--- src/rtl/dds_sweep_ctrl_pkg.sv ---
`default_nettype none
// ============================================================================
// Module   : dds_pkg
// Brief    : Shared types and default widths for the DDS sweep sequencer.
//            Optional feature macro used by dds_sweep_ctrl: DDS_SWEEP_BIDIR_EN
// Revision : 1.0  initial release
// ============================================================================
package dds_pkg;

  localparam int DDS_N = 8;
  localparam int DDS_D = 16;

  typedef enum logic [1:0] {
    ST_IDLE  = 2'd0,
    ST_LOAD  = 2'd1,
    ST_DWELL = 2'd2
  } dds_state_e;

  typedef enum logic {
    DIR_UP   = 1'b0,
    DIR_DOWN = 1'b1
  } dds_dir_e;

endpackage
`default_nettype wire

--- src/rtl/dds_dwell_timer.sv ---
`default_nettype none
// ============================================================================
// Module   : dds_dwell_timer
// Brief    : Loadable down-counter. expire_o flags the last cycle of a dwell;
//            on that cycle the count reloads from reload_val_i so the next
//            value gets a full dwell without any idle gap.
// Revision : 1.0  initial release
// ============================================================================
module dds_dwell_timer
  import dds_pkg::*;
#(
  parameter int D = DDS_D
) (
  input  logic         clk_i,
  input  logic         rst_i,
  input  logic         load_i,
  input  logic [D-1:0] load_val_i,
  input  logic         en_i,
  input  logic [D-1:0] reload_val_i,
  output logic         expire_o
);

  logic [D-1:0] cnt_q;
  logic [D-1:0] cnt_d;

  assign expire_o = en_i && (cnt_q == '0);

  // Next count: explicit load wins, otherwise count down and wrap to reload value
  always_comb begin
    cnt_d = cnt_q;
    if (load_i) begin
      cnt_d = load_val_i;
    end else if (en_i) begin
      cnt_d = (cnt_q == '0) ? reload_val_i : (cnt_q - D'(1));
    end
  end

  // Count register
  always_ff @(posedge clk_i or posedge rst_i) begin
    if (rst_i) begin
      cnt_q <= '0;
    end else begin
      cnt_q <= cnt_d;
    end
  end

endmodule
`default_nettype wire

--- src/rtl/dds_sweep_ctrl.sv ---
`default_nettype none
// ============================================================================
// Module   : dds_sweep_ctrl
// Brief    : Frequency-sweep sequencer for the DDS phase accumulator. Steps
//            the tuning word from f_start towards f_stop, holding each value
//            for cfg_dwell+1 cycles, with single-shot or looping operation.
//            Optional macro DDS_SWEEP_BIDIR_EN: triangle (up then down) sweep.
// Revision : 1.0  initial release
// ============================================================================
module dds_sweep_ctrl
  import dds_pkg::*;
#(
  parameter int N = DDS_N,
  parameter int D = DDS_D
) (
  input  logic         clock,
  input  logic         reset,
  input  logic         start,
  input  logic         abort,
  input  logic [N:0]   cfg_f_start,
  input  logic [N:0]   cfg_f_stop,
  input  logic [N:0]   cfg_f_step,
  input  logic [D-1:0] cfg_dwell,
  input  logic [N:0]   cfg_phase,
  input  logic         cfg_loop,
  output logic [N:0]   freq_out,
  output logic [N:0]   phase_out,
  output logic         acc_clear,
  output logic         busy,
  output logic         done,
  output logic         sweep_wrap
);

  // State and output registers
  dds_state_e state_q, state_d;
  logic [N:0] freq_q, freq_d;
  logic [N:0] phase_q, phase_d;
  logic       clear_q, clear_d;
  logic       busy_q, busy_d;
  logic       done_q, done_d;
  logic       wrap_q, wrap_d;

  // Configuration captured when a sweep is accepted
  logic [N:0]   fstart_q, fstart_d;
  logic [N:0]   fstop_q, fstop_d;
  logic [N:0]   fstep_q, fstep_d;
  logic [D-1:0] dwell_q, dwell_d;
  logic         loop_q, loop_d;

  // Dwell timer handshake
  logic tmr_load;
  logic tmr_en;
  logic tmr_expire;

  // Step arithmetic, one bit wider so the carry is visible
  logic [N+1:0] up_sum;
  logic         up_end;
  logic         end_sweep;

  assign up_sum = {1'b0, freq_q} + {1'b0, fstep_q};
  assign up_end = up_sum[N+1] || (up_sum[N:0] > fstop_q);

`ifdef DDS_SWEEP_BIDIR_EN
  dds_dir_e     dir_q, dir_d;
  logic [N+1:0] dn_diff;
  logic         dn_end;

  assign dn_diff = {1'b0, freq_q} - {1'b0, fstep_q};
  assign dn_end  = dn_diff[N+1] || (dn_diff[N:0] < fstart_q);
`endif

  dds_dwell_timer #(
    .D (D)
  ) u_dwell_timer (
    .clk_i        (clock),
    .rst_i        (reset),
    .load_i       (tmr_load),
    .load_val_i   (cfg_dwell),
    .en_i         (tmr_en),
    .reload_val_i (dwell_q),
    .expire_o     (tmr_expire)
  );

  // Next-state and next-output logic; pulses default low every cycle
  always_comb begin
    state_d   = state_q;
    freq_d    = freq_q;
    phase_d   = phase_q;
    clear_d   = 1'b0;
    busy_d    = busy_q;
    done_d    = 1'b0;
    wrap_d    = 1'b0;
    fstart_d  = fstart_q;
    fstop_d   = fstop_q;
    fstep_d   = fstep_q;
    dwell_d   = dwell_q;
    loop_d    = loop_q;
    tmr_load  = 1'b0;
    tmr_en    = 1'b0;
    end_sweep = 1'b0;
`ifdef DDS_SWEEP_BIDIR_EN
    dir_d     = dir_q;
`endif

    case (state_q)
      ST_IDLE: begin
        // abort alongside start keeps the block idle
        if (start && !abort) begin
          state_d  = ST_LOAD;
          fstart_d = cfg_f_start;
          fstop_d  = cfg_f_stop;
          fstep_d  = cfg_f_step;
          dwell_d  = cfg_dwell;
          loop_d   = cfg_loop;
          freq_d   = cfg_f_start;
          phase_d  = cfg_phase;
          clear_d  = 1'b1;
          busy_d   = 1'b1;
          tmr_load = 1'b1;
`ifdef DDS_SWEEP_BIDIR_EN
          dir_d    = DIR_UP;
`endif
        end
      end

      ST_LOAD, ST_DWELL: begin
        if (abort) begin
          state_d = ST_IDLE;
          freq_d  = '0;
          busy_d  = 1'b0;
        end else begin
          // LOAD is the first hold cycle of f_start, so the timer runs here too
          state_d = ST_DWELL;
          tmr_en  = 1'b1;
          if (tmr_expire) begin
`ifdef DDS_SWEEP_BIDIR_EN
            if (dir_q == DIR_UP) begin
              if (!up_end) begin
                freq_d = up_sum[N:0];
              end else if (!dn_end) begin
                dir_d  = DIR_DOWN;
                freq_d = dn_diff[N:0];
              end else begin
                end_sweep = 1'b1;
              end
            end else begin
              if (!dn_end) begin
                freq_d = dn_diff[N:0];
              end else begin
                end_sweep = 1'b1;
              end
            end
`else
            if (!up_end) begin
              freq_d = up_sum[N:0];
            end else begin
              end_sweep = 1'b1;
            end
`endif
            if (end_sweep) begin
              if (loop_q) begin
                // Restart without clearing the accumulator: phase stays continuous
                freq_d = fstart_q;
                wrap_d = 1'b1;
`ifdef DDS_SWEEP_BIDIR_EN
                dir_d  = DIR_UP;
`endif
              end else begin
                // Last value stays on freq_out after completion
                state_d = ST_IDLE;
                busy_d  = 1'b0;
                done_d  = 1'b1;
              end
            end
          end
        end
      end

      default: begin
        state_d = ST_IDLE;
        busy_d  = 1'b0;
      end
    endcase
  end

  // State, output and configuration registers
  always_ff @(posedge clock or posedge reset) begin
    if (reset) begin
      state_q  <= ST_IDLE;
      freq_q   <= '0;
      phase_q  <= '0;
      clear_q  <= 1'b0;
      busy_q   <= 1'b0;
      done_q   <= 1'b0;
      wrap_q   <= 1'b0;
      fstart_q <= '0;
      fstop_q  <= '0;
      fstep_q  <= '0;
      dwell_q  <= '0;
      loop_q   <= 1'b0;
    end else begin
      state_q  <= state_d;
      freq_q   <= freq_d;
      phase_q  <= phase_d;
      clear_q  <= clear_d;
      busy_q   <= busy_d;
      done_q   <= done_d;
      wrap_q   <= wrap_d;
      fstart_q <= fstart_d;
      fstop_q  <= fstop_d;
      fstep_q  <= fstep_d;
      dwell_q  <= dwell_d;
      loop_q   <= loop_d;
    end
  end

`ifdef DDS_SWEEP_BIDIR_EN
  // Sweep direction register for the triangle sweep
  always_ff @(posedge clock or posedge reset) begin
    if (reset) begin
      dir_q <= DIR_UP;
    end else begin
      dir_q <= dir_d;
    end
  end
`endif

  assign freq_out   = freq_q;
  assign phase_out  = phase_q;
  assign acc_clear  = clear_q;
  assign busy       = busy_q;
  assign done       = done_q;
  assign sweep_wrap = wrap_q;

endmodule
`default_nettype wire

--- config.mk ---
export PLATFORM = sky130hd
export DESIGN_NAME = dds_sweep_ctrl
export DESIGN_NICKNAME = d
export VERILOG_FILES = /design/src/rtl/dds_sweep_ctrl_pkg.sv /design/src/rtl/dds_dwell_timer.sv /design/src/rtl/dds_sweep_ctrl.sv
export SDC_FILE = /design/constraint.sdc
export NUM_CORES = 1
export LEC_CHECK = 0
export CORE_ASPECT_RATIO = 1.2
export CORE_MARGIN = 2
export CORE_UTILIZATION = 53
export DETAILED_ROUTE_END_ITERATION = 12
export GPL_ROUTABILITY_DRIVEN = 0
export PLACE_DENSITY = 0.8
export SYNTH_ARGS = -nofsm -noshare
export SYNTH_HDL_FRONTEND = slang
export SYNTH_SLANG_ARGS = --single-unit
--- constraint.sdc ---
create_clock -name clock -period 4.21 [get_ports clock]
set_input_delay 0.842 -clock clock [delete_from_list [all_inputs] [get_ports clock]]
set_output_delay 0.842 -clock clock [all_outputs]
set_load 0.02 [all_outputs]
## Yosys cells after proc, flatten, opt, wreduce, memory -nomap -nowiden

Cells that the tools add are included.

- Flip-flop bits (word level): 84
- Logic and storage cells: 74
- Input port bits: 57
- Output and inout bits: 22

- Magnitude comparators: 1
- Multiplexer cells: 40
- Reductions and logical operators: 12
- Add/subtract/negate cells: 2
- Equality and inequality tests: 6

Operator list:

| kind | count |
|---|---|
| 9-bit two-way mux | 6 |
| 16-bit two-way mux | 3 |
| 1-bit two-way mux | 23 |
| 9-bit case mux with 2 select lines | 1 |
| 16-bit logical NOT | 1 |
| 16-bit by 1-bit subtractor with 16-bit output, second input constant | 1 |
| 9-bit by 9-bit adder with 10-bit output | 1 |
| 2-bit two-way mux | 5 |
| 9-bit > comparator | 1 |
| 3-bit inequality test, second input constant | 3 |
| 2-bit case mux with 2 select lines | 1 |
| 4-bit AND reduction | 1 |
| 2-bit nonzero test | 2 |
| 3-bit AND reduction | 1 |
| 2-bit by 1-bit equality test with 1-bit output, second input constant | 1 |
| 2-bit equality test, second input constant | 1 |
| 1-bit logical AND | 2 |
| 2-bit logical NOT | 1 |
| 2-bit inequality test, second input constant | 1 |
| 1-bit case mux with 2 select lines | 1 |
| 2-bit AND reduction | 1 |
| 2-bit OR reduction | 1 |
| 1-bit logical NOT | 1 |
| 1-bit logical OR | 1 |

## Logic depth before layout (Yosys ltp)

Gate-level depths: netlist (run 1).

- Depth in word-level cells: 11
- Depth in mapped cells: 17
- Depth with buffers taken out: 16

## By module

A second synthesis (run 1) with hierarchy kept.

- Cell total of the unflattened synthesis: 451
- Area total of the unflattened synthesis: 4763.3 um^2

Modules (own cells, without submodules):

| module | times used | area an instance (um^2) | sequential area each (um^2) | cells an instance |
|---|---|---|---|---|
| dds_sweep_ctrl | 1 | 3507.1 | 1701.6 | 298 |
| dds_dwell_timer | 1 | 1256.2 | 400.4 | 153 |

## Worst setup path before layout (run 1)

No wires, ideal clock.

- Path type: register -> register
- Start: register freq_q[0] (netlist: freq_out[0])
- End: register freq_q[2] (netlist: freq_out[2])
- Path buffers: 1
- Cell stages (with the launch flop): 18
- Path slack: 528 ps
- Required time: 4111 ps
- Clock period less this slack: 3682 ps
- Arrival time: 3582 ps
- Library setup time: 99 ps
- Cell sequence: dfrtp_1 ha_1 inv_1 fa_1 inv_1 a21o_1 a211o_1 o31ai_1 xnor2_1 ha_1 nand4_1 nor3_1 a211oi_1 o221ai_1 clkbuf_1 o21ai_0 a21o_1 a311oi_1

- Longest elaborated chain between the ends: 11
- Elaborated cells between the ends (all ways): 13
- Classes of those cells: 1 x add/sub; 1 x order compare; 10 x mux; 1 x reduce/logical

RTL lines:

| what | line | text |
|---|---|---|
| from (decl) | dds_sweep_ctrl.sv:36 | `logic [N:0] freq_q, freq_d;` |
| from (signal assigned) | dds_sweep_ctrl.sv:203 | `freq_q <= freq_d;` |
| 9-bit by 9-bit adder with 10-bit output (*) | dds_sweep_ctrl.sv:60 | `assign up_sum = {1'b0, freq_q} + {1'b0, fstep_q};` |
| 9-bit > comparator | dds_sweep_ctrl.sv:61 | `assign up_end = up_sum[N+1] \|\| (up_sum[N:0] > fstop_q);` |
| 1-bit logical OR | dds_sweep_ctrl.sv:61 |  |
| 1-bit two-way mux | dds_sweep_ctrl.sv:154 | `if (!up_end) begin` |
| 1-bit two-way mux | dds_sweep_ctrl.sv:135 | `if (tmr_expire) begin` |
| 1-bit two-way mux | dds_sweep_ctrl.sv:127 | `if (abort) begin` |
| 1-bit two-way mux | dds_sweep_ctrl.sv:105 | `case (state_q)` |
| 9-bit two-way mux (*) | dds_sweep_ctrl.sv:160 | `if (end_sweep) begin` |
| 9-bit two-way mux (*) | dds_sweep_ctrl.sv:135 |  |
| 9-bit two-way mux (*) | dds_sweep_ctrl.sv:127 |  |
| 9-bit case mux with 2 select lines (*) | dds_sweep_ctrl.sv:105 |  |

Every way passes the cells marked *; elsewhere a longest branch is shown, timed or not. The select of a mux whose other input is x is not followed.
A chain may end at the register's enable or synchronous reset.

## Worst setup path after layout (run 1)

- Start: register freq_q[0] (netlist: freq_out[0])
- End: register freq_q[5] (netlist: freq_out[5])

Same word-level chain as after synthesis.

==> results.py, run 1 <==
metrics = {
    "outcome": {
        "run_status": "finished clean",
    },
    "cells_and_area": {
        "top_library_cells_by_usage_in_the_layout_fill_and_taps_aside": "nand2_1 (143), dfrtp_1 (84), clkdlybuf4s50_1 (78)",
        "final_common_cell": "nand2_1",
        "nNetsFinal": 692,
        "final.fill_count": 718,
        "insertedDiodeCount": 0,
        "postLayoutCellArea_sq_mm": 0.00572,
        "drive_gt1_frac": 0.0616,
        "syn2layout_area_growth_pct": 24.1,
    },
    "clock_tree": {
        "clockRootBuffer": "clkbuf_8",
        "clock_sinks": 84,
        "cts-htree-levels": 3,
        "cts_inserted_buffers": 9,
        "cts.hold.buffers_added": 0,
        "clock_tree_from_tritoncts": "built",
        "cts_buffer_depth": 2,
        "number_of_buffers_added_for_setup_after_cts": 0,
        "clkSlewWorstSetupHoldPaths_ns": 0.08,
        "worstSkewPairLatency_ns": 0.38,
    },
    "routing": {
        "drt_drc_violations_left": 0,
        "route.detailed.wl_per_inst_microns": 15.6,
        "detail_route.iter0.violations": 197,
        "finalWirelength_microns": 11400,
        "vias_per_cell": 5.55,
        "drtPass1Iterations": 5,
        "detailroute.via_count": 4073,
        "route.antenna.remaining_nets": 0,
    },
    "grt": {
        "grt_max_degree": 52,
        "grt_pass1_vias": 4147,
        "initial_antenna_violation_count": 0,
        "grt_first_pass_wirelength_microns": 18900,
        "overflow": 0,
        "grt.total_usage": 0.256,
    },
    "power_and_ir_drop": {
        "finalPower_mw": 4.96,
        "switching_share": 0.446,
        "peakVddDrop_v": 0.000487,
        "clock_power_share": 0.134,
        "sequentialPowerShare": 0.297,
        "power_leakage_nw": 2.64,
        "comb_power_share": 0.569,
        "power.internal_mw": 2.75,
        "power_per_cell_area_mw_per_mm2": 867,
        "p_sw_mw": 2.21,
    },
    "synth": {
        "synth_nets": 622,
        "yosysWarningCount": 0,
        "yosysUniqueCellTypes": 48,
        "postSynthRegisterBits": 84,
        "synth.cell_area_sq_mm": 0.00461,
        "synth_enable_flop_cells": 0,
        "synth_sequential_area_ratio": 0.456,
        "synth-main-ff-cell": "dfrtp_1",
        "async_reset_ff_frac": 1.00,
        "synth_cells": 542,
        "synthesized_area_per_cell_sq_um": 8.50,
    },
    "timing": {
        "relSlewSlack": 0.413,
        "post-route-min-period_ns": 3.82,
        "maxSlewViolCount": 0,
        "grt_setup_unrepaired": "no",
        "hold_violations": 0,
        "fmax_ghz": 0.262,
        "final.hold.worst_slack_ns": 0.480,
        "fin_setup_tns_ns": 0,
        "clock_skew_ns": 0.0125,
        "worst_pin_slew_ns": 0.879,
        "final.period_utilization": 0.907,
        "setup_viol_count_final": 0,
    },
    "floorplan": {
        "placementRows": 37,
        "start_util": 0.541,
        "core_area_sq_mm": 0.00852,
        "floorplan.die_area_sq_mm": 0.00946,
        "die_w_microns": 89.1,
        "design.portCount": 79,
        "die_height_microns": 106,
    },
    "critical_path": {
        "criticalPathCategory": "flip-flop to flip-flop",
        "startpoint": "freq_out[0]",
        "required_ns": 4.41,
        "timing.critical_path.cells": "ha_1, inv_1, fa_1, inv_1, a21o_1, a211o_1, o31ai_1, xnor2_1, ha_1, nand4_1, nor3_1, a211oi_1, o221ai_1, buf_4, nand2_2, nor3b_1, a311oi_1",
        "regToRegStartpoint": "freq_out[0]",
        "worstPathMaxFanout": 13,
        "crit_path_max_cell_delay_ns": 0.42,
        "timing.critical_path.to_type": "flip-flop",
        "critPathArrivalTime_ns": 4.02,
        "startpoint_types": "flip-flop",
        "crit_path_top_delay_cell": "dfrtp_1",
    },
    "run": {
        "drv_cap": 0,
    },
    "placement": {
        "placement.cell_area_sq_mm": 0.00549,
        "dp_hpwl_microns": 7860,
        "placement.io_buffers": 78,
    },
    "worst_hold_path": {
        "min_from": "dwell_q[4]",
        "min_path_type": "flip-flop to flip-flop",
    },
}
-- power by group through the flow --
stage               combinational (mW)  sequential, mW  clock, mW
floorplan                         1.85            1.51          0
global placement                  2.60            1.46          0
detailed placement                2.74            1.48          0
CTS                               2.76            1.47      0.672
global route                      3.11            1.52      0.705
finish                            2.82            1.47      0.665
-- cells by family (layout without fill, tap and decap cells) --
group,Yosys count,in the layout,share of synthesized area
flip-flops,84,84,0.456
AO/OA/AOI/OAI,137,137,0.181
XOR/XNOR,7,7,0.0133
adder cells (fa/ha/maj),23,23,0.0641
buffers and inverters,61,136,0.0532
multiplexers,3,3,0.00679
AND/OR/NAND/NOR,227,227,0.225
-- flip-flops by register name (all words and copies together) (netlist names), 2 cells and up --
signal,count
dwell_q,16
freq_out,9
fstart_q,9
fstep_q,9
fstop_q,9
phase_out,9
state_q,2
u_dwell_timer.cnt_q,16
-- layer usage --
layer | wire length, microns | track usage
met5 | 0 | 0
met1 | 4810 | 0.321
met4 | 252 | 0.111
met2 | 5770 | 0.432
met3 | 574 | 0.0373
-- Yosys cell counts (4+ instances only) --
cell type	number	share of area
nor2_1	29	0.024
ha_1	22	0.060
nand2b_1	16	0.022
nand2_1	144	0.12
dfrtp_1	84	0.46
nor3_1	6	0.0065
nand3_1	4	0.0043
buf_2	4	0.0043
o22ai_1	8	0.011
inv_1	32	0.026
a21oi_1	27	0.029
a211oi_1	5	0.0081
clkbuf_1	23	0.019
xnor2_1	4	0.0076
a21o_1	6	0.0098
a31oi_1	8	0.011
nor2b_1	7	0.0095
o21ai_0	56	0.061
nor3b_1	6	0.0098
a311oi_1	6	0.011
-- final timing paths --
path                                     endpoint  slack (ns)  depth (start not counted)
min reg2reg                            dwell_q[4]        0.48                          2
max in group asynchronous  u_dwell_timer.cnt_q[3]        2.49                          3
min                                    dwell_q[4]        0.48                          2
max reg2reg                           freq_out[5]        0.39                         17
max                                   freq_out[5]        0.39                         17
min in group asynchronous              dwell_q[8]        0.94                          2
-- final cells by class --
cell class	instances	area [sq um]	share of cell area
timing repair buffer	88	856	0.150
tap	117	146	0.0256
sequential	84	2100	0.368
inverter	32	121	0.0212
multi-input combinational	397	2260	0.396
clock inverter	3	68.8	0.0120
clock buffer	13	159	0.0278
-- metrics by stage --
| stage | util | setup slack [ns] | cells |
|---|---|---|---|
| after floorplan | - | 0.528 | 542 |
| after global placement | 0.644 | 0.512 | 718 |
| after detailed placement | 0.644 | 0.339 | 718 |
| after CTS | 0.671 | 0.298 | 734 |
| after global routing | 0.671 | 0.126 | 734 |
| final | 0.671 | 0.391 | 734 |
-- repair_timing --
item                                    in CTS  in global routing
endpoints found under the setup margin       0                  3
resized for setup                            0                  1
endpoints found under the hold margin        0                  0
-- critical path, delay by kind of cell (launching register included) --
kind                     cells  cell delay, ns
AO/OA/AOI/OAI                6            1.15
XOR/XNOR                     1            0.14
AND/OR/NAND/NOR              4            0.85
buffers and inverters        3            0.35
flip-flops                   1            0.42
adder cells (fa/ha/maj)      3            0.74
No activity file was read; power rests on OpenSTA's default activity.
==> run 2: changes to the inputs <==
--- a/config.mk
+++ b/config.mk
@@ -7,10 +7,10 @@
 export LEC_CHECK = 0
 export CORE_ASPECT_RATIO = 1.2
 export CORE_MARGIN = 2
-export CORE_UTILIZATION = 53
+export CORE_UTILIZATION = 43
 export DETAILED_ROUTE_END_ITERATION = 12
 export GPL_ROUTABILITY_DRIVEN = 0
-export PLACE_DENSITY = 0.8
+export PLACE_DENSITY = 0.67
 export SYNTH_ARGS = -nofsm -noshare
 export SYNTH_HDL_FRONTEND = slang
 export SYNTH_SLANG_ARGS = --single-unit
==> run 2 against run 1 <==
  * Combinational power hardly changed
  * Final area is 1.8% higher
  * Clock skew down 0.0060 ns
  * Routed wire length increased by 2.3%
  * Clock power grew 28%
  * Via count fell by 2.1%
  * First-iteration DRC count unchanged
  * Critical path depth decreased by 1
  * Cell count grew 1.6%
  * Utilization fell by 12 points
  * Global-route usage is 4.5 points lower
==> results.py, run 2 (synthesis gave the netlist of run 1 again) <==
metrics = {
    "critical_path": {
        "worstPathMaxFanout": 17,
        "ff2ff_path_depth": 16,
        "worstReg2RegEnd": "freq_out[4]",
        "startpoint": "freq_out[0]",
        "critPathArrivalTime_ns": 4.07,
        "cp-endpoint": "freq_out[4]",
        "required_ns": 4.44,
        "regToRegStartpoint": "freq_out[0]",
        "criticalPathCategory": "flip-flop to flip-flop",
        "startpoint_types": "flip-flop",
        "r2r_slack_ns": 0.37,
        "timing.critical_path.to_type": "flip-flop",
    },
    "timing": {
        "final.period_utilization": 0.911,
        "post-route-min-period_ns": 3.84,
        "setup_viol_count_final": 0,
        "fin_setup_tns_ns": 0,
        "relSlewSlack": 0.463,
        "fmax_ghz": 0.261,
        "hold_violations": 0,
        "worst_pin_slew_ns": 0.806,
        "grt_setup_unrepaired": "no",
        "clock_skew_ns": 0.00648,
        "maxSlewViolCount": 0,
    },
    "placement": {
        "placement.cell_area_sq_mm": 0.00550,
        "dp_hpwl_microns": 7960,
        "placement.io_buffers": 78,
    },
    "grt": {
        "overflow": 0,
        "grt.total_usage": 0.211,
        "grt_max_degree": 47,
        "initial_antenna_violation_count": 0,
        "grt_pass1_vias": 3986,
        "grt_first_pass_wirelength_microns": 19700,
    },
    "outcome": {
        "run_status": "finished clean",
    },
    "power_and_ir_drop": {
        "peakVddDrop_v": 0.000475,
        "power_per_cell_area_mw_per_mm2": 880,
        "power_leakage_nw": 2.67,
    },
    "cells_and_area": {
        "syn2layout_area_growth_pct": 26.3,
        "drive_gt1_frac": 0.0616,
        "nNetsFinal": 692,
        "postLayoutCellArea_sq_mm": 0.00582,
        "insertedDiodeCount": 0,
        "top_regs": "dwell_q (16), u_dwell_timer.cnt_q (16)",
        "final_common_cell": "nand2_1",
        "top_library_cells_by_usage_in_the_layout_fill_and_taps_aside": "nand2_1 (144), dfrtp_1 (84), clkdlybuf4s50_1 (78)",
        "final.fill_count": 965,
    },
    "floorplan": {
        "design.portCount": 79,
        "start_util": 0.440,
        "die_w_microns": 98.5,
        "core_area_sq_mm": 0.0105,
        "floorplan.die_area_sq_mm": 0.0116,
        "placementRows": 41,
        "die_height_microns": 117,
    },
    "run": {
        "drv_cap": 0,
    },
    "clock_tree": {
        "clock_sinks": 84,
        "cts-htree-levels": 3,
        "clockRootBuffer": "clkbuf_16",
        "clock_tree_from_tritoncts": "built",
        "worstSkewPairLatency_ns": 0.34,
        "cts.hold.buffers_added": 0,
        "cts_buffer_depth": 2,
        "cts_inserted_buffers": 9,
        "number_of_buffers_added_for_setup_after_cts": 0,
        "cts.repair.resized": 0,
        "clkSlewWorstSetupHoldPaths_ns": 0.07,
    },
    "routing": {
        "drtPass1Iterations": 4,
        "detailroute.via_count": 3987,
        "route.antenna.remaining_nets": 0,
        "drt_drc_violations_left": 0,
        "detail_route.iter0.violations": 197,
        "route.detailed.wl_per_inst_microns": 15.7,
        "finalWirelength_microns": 11700,
        "vias_per_cell": 5.34,
    },
    "worst_hold_path": {
        "min_from": "fstart_q[1]",
        "hold_path_depth": 2,
        "min_path_type": "flip-flop to flip-flop",
    },
}
-- run 2: critical path: stages, from the launching register on --
cell and delay, ns:
dfrtp_1 0.41, ha_1 0.23, inv_1 0.07, fa_1 0.20, inv_1 0.05, a21o_1 0.16, a211o_1 0.29, o31ai_1 0.29
xnor2_1 0.14, ha_1 0.32, nand4_1 0.15, nor3_1 0.20, a211oi_1 0.08, o221ai_1 0.25, buf_4 0.26, mux2_2 0.35
a311oi_1 0.28
-- run 2: through the flow --
step | util | instances | power (mW) | setup WS [ns] | hold WS (ns)
global placement | 0.526 | 730 | 4.12 | 0.663 | 0.452
global route | 0.556 | 746 | 5.56 | 0.0482 | 0.483
floorplan | - | 542 | 3.36 | 0.528 | 0.437
finish | 0.556 | 746 | 5.12 | 0.374 | 0.470
detailed placement | 0.526 | 730 | 4.25 | 0.419 | 0.454
CTS | 0.556 | 746 | 5.14 | 0.387 | 0.470
-- run 2: worst min path at each step --
stage | end | slack [ns]
after CTS | fstart_q[1] | 0.47
after global placement | fstart_q[1] | 0.45
after detailed placement | fstart_q[1] | 0.45
after floorplan | fstart_q[1] | 0.44
final | fstart_q[1] | 0.47
after global routing | fstart_q[1] | 0.48
-- run 2: final cells by class --
class                           instances  area (sq um)  share of cell area
Multi-Input combinational cell        397          2260               0.388
Sequential cell                        84          2100               0.361
Timing Repair Buffer                   88           856               0.147
Clock buffer                           10           229              0.0394
Tap cell                              129           161              0.0277
Inverter                               32           121              0.0209
Clock inverter                          6          88.8              0.0153
-- run 2: per-layer routing --
layer | track usage | routed length [microns] | vias up
li1 | - | - | 1979
met1 | 0.270 | 5100 | 1903
met2 | 0.356 | 5870 | 91
met3 | 0.0429 | 522 | 14
met4 | 0.0659 | 191 | 0
met5 | 0 | 0 | -
-- run 2: where the power goes --
group	internal [mW]	leakage, nW	total, mW	switching, mW
Clock	0.520	0.149	0.854	0.334
Sequential	1.18	1.04	1.47	0.290
Combinational	1.18	1.48	2.79	1.61
